## src/rtl/alu_instr_sequencer.sv

```systemverilog
// alu_instr_sequencer: Moore FSM sequencing the 16-bit ALU/regfile datapath, one instruction at a time.
// Outputs are registered from next state and next ir, so they always reflect the current state.
module alu_instr_sequencer #(
    parameter int DW           = 16,
    parameter bit ILLEGAL_TRAP = 1'b0
) (
    input  logic          clk,
    input  logic          reset,
    input  logic          s,
    input  logic [15:0]   instr,
    output logic          w,
    output logic          err,
    output logic [2:0]    readnum,
    output logic [2:0]    writenum,
    output logic          write,
    output logic [1:0]    vsel,
    output logic          loada,
    output logic          loadb,
    output logic          loadc,
    output logic          loads,
    output logic          asel,
    output logic          bsel,
    output logic [1:0]    shift,
    output logic [1:0]    ALUop,
    output logic [DW-1:0] sximm8
);
    typedef enum logic [2:0] {S_WAIT, S_DECODE, S_MOVI, S_GETA, S_GETB, S_EXEC, S_WRITE, S_HALT} state_t;
    state_t      r_state, w_state;
    logic [15:0] r_ir, w_ir;
    logic        w_movi, w_mov, w_mvn, w_alu, w_cmp, w_illegal;
    assign w_ir      = (r_state == S_WAIT && s) ? instr : r_ir;
    assign w_movi    = w_ir[15:13] == 3'b110 && w_ir[12:11] == 2'b10;
    assign w_mov     = w_ir[15:13] == 3'b110 && w_ir[12:11] == 2'b00;
    assign w_mvn     = w_ir[15:13] == 3'b101 && w_ir[12:11] == 2'b11;
    assign w_alu     = w_ir[15:13] == 3'b101 && w_ir[12:11] != 2'b11;
    assign w_cmp     = w_ir[15:13] == 3'b101 && w_ir[12:11] == 2'b01;
    assign w_illegal = !(w_movi || w_mov || w_mvn || w_alu);
    assign sximm8    = {{(DW-8){r_ir[7]}}, r_ir[7:0]};
    always_comb begin
        w_state = r_state;
        case (r_state)
            S_WAIT:          w_state = s ? S_DECODE : S_WAIT;
            S_DECODE:        w_state = w_movi ? S_MOVI : (w_mov || w_mvn) ? S_GETB : w_alu ? S_GETA :
                                       ILLEGAL_TRAP ? S_HALT : S_WAIT;
            S_GETA:          w_state = S_GETB;
            S_GETB:          w_state = S_EXEC;
            S_EXEC:          w_state = w_cmp ? S_WAIT : S_WRITE;
            S_MOVI, S_WRITE: w_state = S_WAIT;
            default:         w_state = S_HALT;
        endcase
    end
    always_ff @(posedge clk or negedge reset) begin
        if (!reset) begin
            r_state  <= S_WAIT;
            r_ir     <= '0;
            w        <= 1'b1;
            err      <= 1'b0;
            readnum  <= '0;
            writenum <= '0;
            write    <= 1'b0;
            vsel     <= '0;
            loada    <= 1'b0;
            loadb    <= 1'b0;
            loadc    <= 1'b0;
            loads    <= 1'b0;
            asel     <= 1'b0;
            bsel     <= 1'b0;
            shift    <= '0;
            ALUop    <= '0;
        end else begin
            r_state  <= w_state;
            r_ir     <= w_ir;
            w        <= w_state == S_WAIT;
            err      <= w_state == S_HALT || (w_state == S_DECODE && w_illegal);
            readnum  <= w_state == S_GETA ? w_ir[10:8] : w_state == S_GETB ? w_ir[2:0] : 3'd0;
            writenum <= w_state == S_MOVI ? w_ir[10:8] : w_state == S_WRITE ? w_ir[7:5] : 3'd0;
            write    <= w_state == S_MOVI || w_state == S_WRITE;
            vsel     <= {1'b0, w_state == S_MOVI};
            loada    <= w_state == S_GETA;
            loadb    <= w_state == S_GETB;
            loadc    <= w_state == S_EXEC && !w_cmp;
            loads    <= w_state == S_EXEC && w_cmp;
            // MOV reg and MVN pass B through the ALU with A forced to zero
            asel     <= w_state == S_EXEC && (w_ir[15:13] == 3'b110 || w_ir[12:11] == 2'b11);
            bsel     <= 1'b0;
            shift    <= w_state == S_EXEC ? w_ir[4:3] : 2'b00;
            ALUop    <= w_state == S_EXEC ? (w_ir[15:13] == 3'b110 ? 2'b00 : w_ir[12:11]) : 2'b00;
        end
    end
endmodule

```

## config.mk

```make
export PLATFORM = sky130hd
export DESIGN_NAME = alu_instr_sequencer
export DESIGN_NICKNAME = d
export VERILOG_FILES = /design/src/rtl/alu_instr_sequencer.sv
export SDC_FILE = /design/constraint.sdc
export NUM_CORES = 1
export LEC_CHECK = 0
export ABC_CLOCK_PERIOD_IN_PS = 1800
export CAP_MARGIN = 30
export CORE_AREA = 2 2 73 75
export DETAILED_ROUTE_END_ITERATION = 10
export DIE_AREA = 0 0 75 77
export SETUP_SLACK_MARGIN = 0.4
export SLEW_MARGIN = 20
export SYNTH_ARGS = -nofsm -noshare
export SYNTH_HDL_FRONTEND = slang
export SYNTH_SLANG_ARGS = --single-unit
```

## constraint.sdc

```tcl
create_clock -name clk -period 1.8 [get_ports clk]
set_input_delay 0.36 -clock clk [delete_from_list [all_inputs] [get_ports clk]]
set_output_delay 0.36 -clock clk [all_outputs]
set_load 0.02 [all_outputs]
```

==> flow_summary.rst, run 1 <==
.. list-table::
   :header-rows: 1

   * - Metric
     - Value
   * - Run status
     - completed
   * - Cell Area, Synth
     - 1660 sq um
   * - Maximum fanout count along the critical path
     - 4
   * - Buf/Inv on CP
     - 1
   * - Height of the chip
     - 77 um
   * - Net switching power figure
     - 1.87 mW
   * - Antenna Diode Count
     - 0
   * - Cell class contributing the biggest share of worst-path delay
     - simple AND/OR/NAND/NOR gates
   * - Depth of the CTS H-tree
     - 2
   * - Gpl congestion
     - 0.847
   * - Via count
     - 1,224
   * - Pin slew with the least headroom to its limit
     - 835 ps
   * - Pin count of the biggest net entering global routing
     - 39
   * - Synth Instances
     - 137
   * - Dominant synthesized flop cell
     - dfrtp_1
   * - Worst hold path type
     - input port to asynchronous set/reset pin
   * - FF+latch count, synth
     - 38
   * - Share of synthesized flip-flops with an asynchronous set or reset
     - 100%
   * - Data required, critical path
     - 2010 ps
   * - Detailed router's first-iteration violation count
     - 46
   * - Ratio of final minimum period to clock period
     - 94.7%
   * - Hold Worst Slack
     - 155 ps
   * - Cell total after placement
     - 247
   * - Vias per cell
     - 4.50
   * - Avg Inst Size Synth
     - 12.1 sq um
   * - Synthesis Warnings
     - 0
   * - Remaining antenna violation count after routing
     - 0
   * - Clock power share
     - 12.8%
   * - Kind of start point of the critical path
     - register
   * - Ports
     - 56
   * - Antenna violations before repair
     - 0
   * - Fraction of layout instances using a drive strength above 1
     - 38.6%
   * - Post-route core utilization
     - 51.3%
   * - Wire length reported by the detailed router
     - 4.11 mm
   * - Cell Int Power
     - 2.85 mW
   * - Count of endpoints failing setup in the final report
     - 0
   * - HPWL reported at the end of detailed placement
     - 2.69 mm
   * - Cts bufs inserted
     - 5
   * - Clock skew
     - 8.42 ps
   * - Number of port buffers
     - 53
   * - Final sum of negative setup slack
     - 0 ps
   * - Cell-by-cell trace of the critical path
     - nor4b_4 > buf_6 > mux2_2 > or4b_1 > o21ai_0
   * - Filler cell count
     - 449
   * - First-pass GRT wire length
     - 6.10 mm
   * - CTS root buf
     - clkbuf_8
   * - Number of enable flip-flop cells after synthesis
     - 0
   * - Cell type of the slowest stage on the worst timing path
     - dfrtp_1
   * - Clk sinks
     - 38
   * - Detailed Routing Iterations Pass 1
     - 4
   * - PnR worst setup slack
     - 96.3 ps
   * - Leakage Power
     - 1.26 nW
   * - Total count of hold-check failures in the final report
     - 0
   * - Clock insertion delay at the later pin of the skew report
     - 290 ps
   * - Die area
     - 5780 sq um
   * - Number of cell rows
     - 26
   * - Grt total ovfl
     - 0
   * - Core Footprint
     - 4980 sq um
   * - Maximum single-stage delay on the critical path
     - 420 ps
   * - Area added between synthesis and finish
     - 53.7%
   * - Post-placement worst setup slack
     - -294 ps
   * - Die Width
     - 75 um
   * - Effective utilization at floorplan
     - 33.4%
   * - Net Sw Frac
     - 39.6%
   * - Combinational fraction of design power
     - 56.5%
   * - CTS tree
     - yes
   * - Number of standard cells in the layout, taps in and fillers out
     - 272
   * - VDD IR-drop max
     - 789 uV
   * - Final routed wire length divided by cell count
     - 15.1 um
   * - Final nets
     - 220
   * - Vias in the first global route
     - 1,217
   * - Clock Path Buffers
     - 2
   * - Number of distinct library cells after synthesis
     - 29
   * - Max-slew violations
     - 0
   * - Min cycle time layout
     - 1700 ps
   * - CTS clk-pin slew, worst paths
     - 80 ps
   * - Maximum clock frequency
     - 0.587 GHz
   * - Power Density
     - 1850 nW/um^2
   * - Slew Limit Headroom
     - 44.4%
   * - Arrival time of the worst setup path
     - 1920 ps
   * - Sequential share of power
     - 30.7%
   * - DRC
     - 0
   * - Critical path class
     - register to register
   * - RSZ-0062 raised after global routing
     - yes
   * - Post-synthesis sequential area ratio
     - 57.3%
   * - Global router's overall resource usage
     - 14.4%
   * - Setup crit end kind
     - register
   * - Max Cap Viol
     - 0
[flip-flops by register name, indices dropped and copies added, names as in the netlist]
register	count
loadb	1
readnum	3
loada	1
loadc	1
write	1
r_ir	16
asel	1
r_state	3
ALUop	2
w	1
err	1
shift	2
writenum	3
vsel	1
loads	1
[metrics by stage]
stage	total power, mW	area, sq um
2_1_floorplan	2.93	1700
3_3_place_gp	3.56	2200
3_5_place_dp	3.62	2200
4_1_cts	4.18	2320
5_1_grt	4.99	2550
6_report	4.72	2550
[metal layers]
metal | track usage (%) | share of wire, %
met5 | 0 | 0
met1 | 18.4 | 44
met4 | 4.29 | 2.0
met2 | 22.1 | 48
met3 | 5.78 | 6.4
[cells in the final DEF (no fill, tap or decap), types with 2 or more instances in the layout]
cell             netlist  routed
dlygate4sd2_1          0      19
nor2b_1                2       2
buf_6                  1      10
or4b_1                 3       2
nand2_1                6       5
o21ai_0                8       3
nand4_1                3       3
o21ai_1                0       4
dfrtp_2                0       2
buf_4                 18      11
clkbuf_2               0       8
clkbuf_8               0       6
conb_1                 1       2
a21oi_1                2       2
inv_1                  9       6
mux2_4                 0      12
buf_8                  0       2
nand3_2                0       2
clkdlybuf4s50_1        0      16
nor2_1                 6       5
and3_1                 3       2
clkdlybuf4s15_1        0       7
inv_2                  0       2
and3b_1                2       2
mux2i_4                0       3
mux2i_1                5       2
dfrtp_1               37      35
buf_2                  2       2
[Yosys cell counts (all sizes together), types with 2 or more instances]
| cell | count | area share [%] |
|---|---|---|
| mux2 | 13 | 8.8 |
| mux2i | 5 | 3.0 |
| nor4b | 2 | 2.0 |
| nand2 | 6 | 1.4 |
| and3 | 3 | 1.1 |
| o21ai | 8 | 2.4 |
| dfrtp | 37 | 56 |
| nand3 | 3 | 0.90 |
| inv | 9 | 2.0 |
| or4b | 3 | 1.8 |
| nor3 | 3 | 0.90 |
| and3b | 2 | 1.1 |
| a21oi | 2 | 0.60 |
| nor2b | 2 | 0.75 |
| nand4 | 3 | 1.1 |
| buf | 21 | 9.4 |
| nor2 | 6 | 1.4 |
[path summary, 6_finish.rpt]
check                      startpoint           to  slack, ps  cells after the start
setup / recovery           r_state[1]  writenum[0]        100                      5
hold reg to reg               r_ir[1]      r_ir[1]        520                      1
hold / removal                  reset        loada        160                      1
max in group asynchronous       reset      r_ir[7]       1060                      1
min in group clk              r_ir[1]      r_ir[1]        520                      1
setup reg to reg           r_state[1]  writenum[0]        100                      5
[cell families (layout without fill, tap and decap cells)]
logic type	count (synthesis)	after routing	synth area share, %
compound gates	13	13	4.67
buf+inv	30	94	11.5
flops	38	38	57.3
mux	18	18	11.8
other cells	1	2	0.226
simple gates	37	37	14.5
[power by group through the flow]
| stage | clock, mW | sequential (mW) | combinational, mW |
|---|---|---|---|
| 2_1_floorplan | 0 | 1.54 | 1.39 |
| 3_3_place_gp | 0 | 1.44 | 2.12 |
| 3_5_place_dp | 0 | 1.45 | 2.17 |
| 4_1_cts | 0.619 | 1.45 | 2.11 |
| 5_1_grt | 0.669 | 1.50 | 2.82 |
| 6_report | 0.604 | 1.45 | 2.67 |
[cell type report]
cell class / count / area [sq um] / area share [%]
repair buffers: 77 / 703 / 27.6
flip-flops and latches: 38 / 955 / 37.4
inverters: 9 / 36.3 / 1.42
well taps: 70 / 87.6 / 3.43
multi-input cells: 70 / 678 / 26.6
clock buffers: 7 / 86.3 / 3.38
clock inverters: 1 / 5.00 / 0.196
[what timing repair did]
item | 4_1_cts | 5_1_grt
pin swaps | 0 | 9
endpoints found under the setup margin | 63 | 46
gates resized for setup | 59 | 57
hold buffers | 0 | 0
buffers inserted | 1 | 16
Note: power is estimated with default switching activity, not from simulation.
==> inputs of run 2 (changes only) <==
--- a/config.mk
+++ b/config.mk
@@ -7,9 +7,10 @@
 export LEC_CHECK = 0
 export ABC_CLOCK_PERIOD_IN_PS = 1800
 export CAP_MARGIN = 30
-export CORE_AREA = 2 2 73 75
+export CORE_AREA = 2 2 68 70
 export DETAILED_ROUTE_END_ITERATION = 10
-export DIE_AREA = 0 0 75 77
+export DIE_AREA = 0 0 70 72
+export PLACE_DENSITY = 0.72
 export SETUP_SLACK_MARGIN = 0.4
 export SLEW_MARGIN = 20
 export SYNTH_ARGS = -nofsm -noshare
==> run 2 against run 1 <==
  * Register-to-register slack better by 30 ps
  * Sequential cell count unchanged
  * Count of clock-buffer cells in the layout down 2
  * Design area down 0.64%
  * Fmax up 1.8%
  * Combinational power about the same
  * Die area down 13%
  * Via count down 0.25%
  * First-iteration DRC count up 63%
  * Global-route usage up 1.8 points
  * Cell count down 7.4%
  * Routed wire length up 2.8%
  * Critical endpoint unchanged
  * Highest routed layer unchanged
==> flow_summary.rst, run 2 (synthesis gave the netlist of run 1 again) <==
.. list-table::
   :header-rows: 1

   * - Metric
     - Value
   * - Fraction of layout instances using a drive strength above 1
     - 39.0% (was 38.6%)
   * - First-pass GRT wire length
     - 6.24 mm (was 6.10 mm)
   * - Clock insertion delay at the later pin of the skew report
     - 300 ps (was 290 ps)
   * - Height of the chip
     - 72 um (was 77 um)
   * - Hold buffers post-CTS
     - 0 (unchanged)
   * - Depth of the CTS H-tree
     - 2 (unchanged)
   * - Largest Register
     - r_ir (unchanged)
   * - DRC
     - 0 (unchanged)
   * - Detailed router's first-iteration violation count
     - 75 (was 46)
   * - Gpl congestion
     - 0.824 (was 0.847)
   * - Max Cap Viol
     - 0 (unchanged)
   * - Worst setup path endpoint
     - writenum[0] (unchanged)
   * - Min cycle time layout
     - 1670 ps (was 1700 ps)
   * - Setup crit end kind
     - register (unchanged)
   * - Area added between synthesis and finish
     - 52.7% (was 53.7%)
   * - Startpoint of the worst-slack reg-to-reg timing path
     - r_state[0] (was r_state[1])
   * - Via count
     - 1,221 (was 1,224)
   * - Sequential share of power
     - 29.8% (was 30.7%)
   * - Clock skew
     - 7.52 ps (was 8.42 ps)
   * - Clk sinks
     - 38 (unchanged)
   * - Capture instance of the worst register-to-register path
     - writenum[0] (unchanged)
   * - Number of flip-flops under the largest register name
     - 16 (unchanged)
   * - Cell type of the slowest stage on the worst timing path
     - or4b_1 (was dfrtp_1)
   * - Pin count of the biggest net entering global routing
     - 39 (unchanged)
   * - Cell-by-cell trace of the critical path
     - nor4b_4 > buf_6 > mux2_4 > or4b_1 > o21ai_1 (was nor4b_4 > buf_6 > mux2_2 > or4b_1 > o21ai_0)
   * - Die Width
     - 70 um (was 75 um)
   * - RSZ-0062 raised after global routing
     - yes (unchanged)
   * - VDD IR-drop max
     - 862 uV (was 789 uV)
   * - Vias per cell
     - 4.85 (was 4.50)
   * - Cts bufs inserted
     - 5 (unchanged)
   * - HPWL reported at the end of detailed placement
     - 2.66 mm (was 2.69 mm)
   * - Number of port buffers
     - 53 (unchanged)
   * - Effective utilization at floorplan
     - 38.9% (was 33.4%)
   * - Maximum fanout count along the critical path
     - 5 (was 4)
   * - Vias in the first global route
     - 1,263 (was 1,217)
   * - Antenna violations before repair
     - 0 (unchanged)
   * - Minimum setup slack among reg-to-reg paths
     - 130 ps (was 100 ps)
   * - Top library cells by usage in the layout, fill and taps aside
     - dfrtp_1, dlygate4sd2_1, clkdlybuf4s50_1 (unchanged)
   * - Run status
     - completed (unchanged)
   * - CTS clk-pin slew, worst paths
     - 80 ps (about the same)
   * - Antenna Diode Count
     - 0 (unchanged)
   * - Number of cells on the worst reg-to-reg path
     - 5 (unchanged)
   * - Clock Path Buffers
     - 2 (unchanged)
   * - Data required, critical path
     - 2020 ps (was 2010 ps)
   * - Detailed Routing Iterations Pass 1
     - 4 (unchanged)
   * - Max-slew violations
     - 0 (unchanged)
   * - Maximum single-stage delay on the critical path
     - 440 ps (was 420 ps)
   * - Net Sw Frac
     - 39.7% (was 39.6%)
   * - Total count of hold-check failures in the final report
     - 0 (unchanged)
   * - Global router's overall resource usage
     - 16.2% (was 14.4%)
   * - Grt total ovfl
     - 0 (unchanged)
   * - Kind of start point of the critical path
     - register (unchanged)
   * - Worst hold path type
     - input port to asynchronous set/reset pin (unchanged)
   * - Commonest non-fill, non-tap cell in the layout
     - dfrtp_1 (unchanged)
   * - Combinational fraction of design power
     - 54.9% (was 56.5%)
   * - Wire length reported by the detailed router
     - 4.22 mm (was 4.11 mm)
   * - Maximum clock frequency
     - 0.597 GHz (was 0.587 GHz)
   * - Leakage Power
     - 1.26 nW (about the same)
   * - PnR worst setup slack
     - 126 ps (was 96.3 ps)
   * - Power Density
     - 1920 nW/um^2 (was 1850 nW/um^2)
   * - Final nets
     - 218 (was 220)
   * - Clock power share
     - 15.3% (was 12.8%)
   * - Die area
     - 5040 sq um (was 5780 sq um)
   * - Ports
     - 56 (unchanged)
   * - Post-route core utilization
     - 59.4% (was 51.3%)
   * - Cell Int Power
     - 2.93 mW (was 2.85 mW)
   * - Final sum of negative setup slack
     - 0 ps (unchanged)
   * - Arrival time of the worst setup path
     - 1900 ps (was 1920 ps)
   * - Core Footprint
     - 4260 sq um (was 4980 sq um)
   * - CTS tree
     - yes (unchanged)
   * - Hold Worst Slack
     - 98.1 ps (was 155 ps)
   * - Number of cell rows
     - 24 (was 26)
   * - Startpoint of the worst setup timing path
     - r_state[0] (was r_state[1])
   * - Final routed wire length divided by cell count
     - 16.8 um (was 15.1 um)
   * - Count of endpoints failing setup in the final report
     - 0 (unchanged)
   * - Ratio of final minimum period to clock period
     - 93.0% (was 94.7%)
   * - Remaining antenna violation count after routing
     - 0 (unchanged)
   * - Critical path class
     - register to register (unchanged)
   * - Net switching power figure
     - 1.93 mW (was 1.87 mW)
   * - Post-placement worst setup slack
     - -339 ps (was -294 ps)
   * - CTS root buf
     - clkbuf_8 (unchanged)
-- run 2: how the worst min path moves through the flow --
stage,from,end,slack (ps),cells past startpoint
2_1_floorplan,reset,ALUop[0],60,0
3_5_place_dp,reset,asel,440,2
6_report,reset,r_ir[8],100,2
4_1_cts,reset,readnum[0],110,2
3_3_place_gp,reset,loads,420,2
5_1_grt,reset,ALUop[1],130,2
-- run 2: layer usage --
metal / global-route usage (%) / share of wire [%] / vias up
met5: 0 / 0 / -
met4: 4.49 / 1.8 / 0
met1: 19.9 / 40 / 605
li1: - / - / 575
met3: 4.58 / 4.1 / 6
met2: 28.0 / 55 / 35
-- run 2: power groups by stage --
stage / clock network (mW) / registers [mW] / logic, mW
floorplan: 0 / 1.54 / 1.39
CTS: 0.745 / 1.44 / 2.30
finish: 0.745 / 1.45 / 2.67
global placement: 0 / 1.43 / 2.09
detailed placement: 0 / 1.44 / 2.15
global route: 0.791 / 1.49 / 2.81
-- run 2: worst max-delay path: cells and delay by family (launching register included) --
| kind | cells | cell delay (ps) |
|---|---|---|
| mux | 1 | 170 |
| simple gates | 2 | 730 |
| buf+inv | 1 | 180 |
| flops | 1 | 420 |
| compound gates | 1 | 100 |
-- run 2: what timing repair did --
| item | 4_1_cts | 5_1_grt |
|---|---|---|
| setup endpoints to repair | 62 | 43 |
| gates cloned | 1 | 0 |
| pin swaps | 4 | 9 |
| buffers inserted | 4 | 10 |
| gates resized for setup | 74 | 42 |
| endpoints found under the hold margin | 0 | 0 |
-- run 2: layout make-up --
type | count | area [sq um]
flip-flops and latches | 38 | 953
clock buffers | 5 | 68.8
repair buffers | 75 | 667
inverters | 9 | 36.3
clock inverters | 3 | 45.0
fillers | 351 | 1730
well taps | 52 | 65.1
multi-input cells | 70 | 699
-- run 2: per-stage QoR --
stage          std cells  total power, mW  instance area, sq um
6_report             252             4.86                  2530
5_1_grt              252             5.10                  2530
2_1_floorplan        138             2.93                  1700
3_3_place_gp         229             3.52                  2170
3_5_place_dp         229             3.59                  2170
4_1_cts              242             4.49                  2410
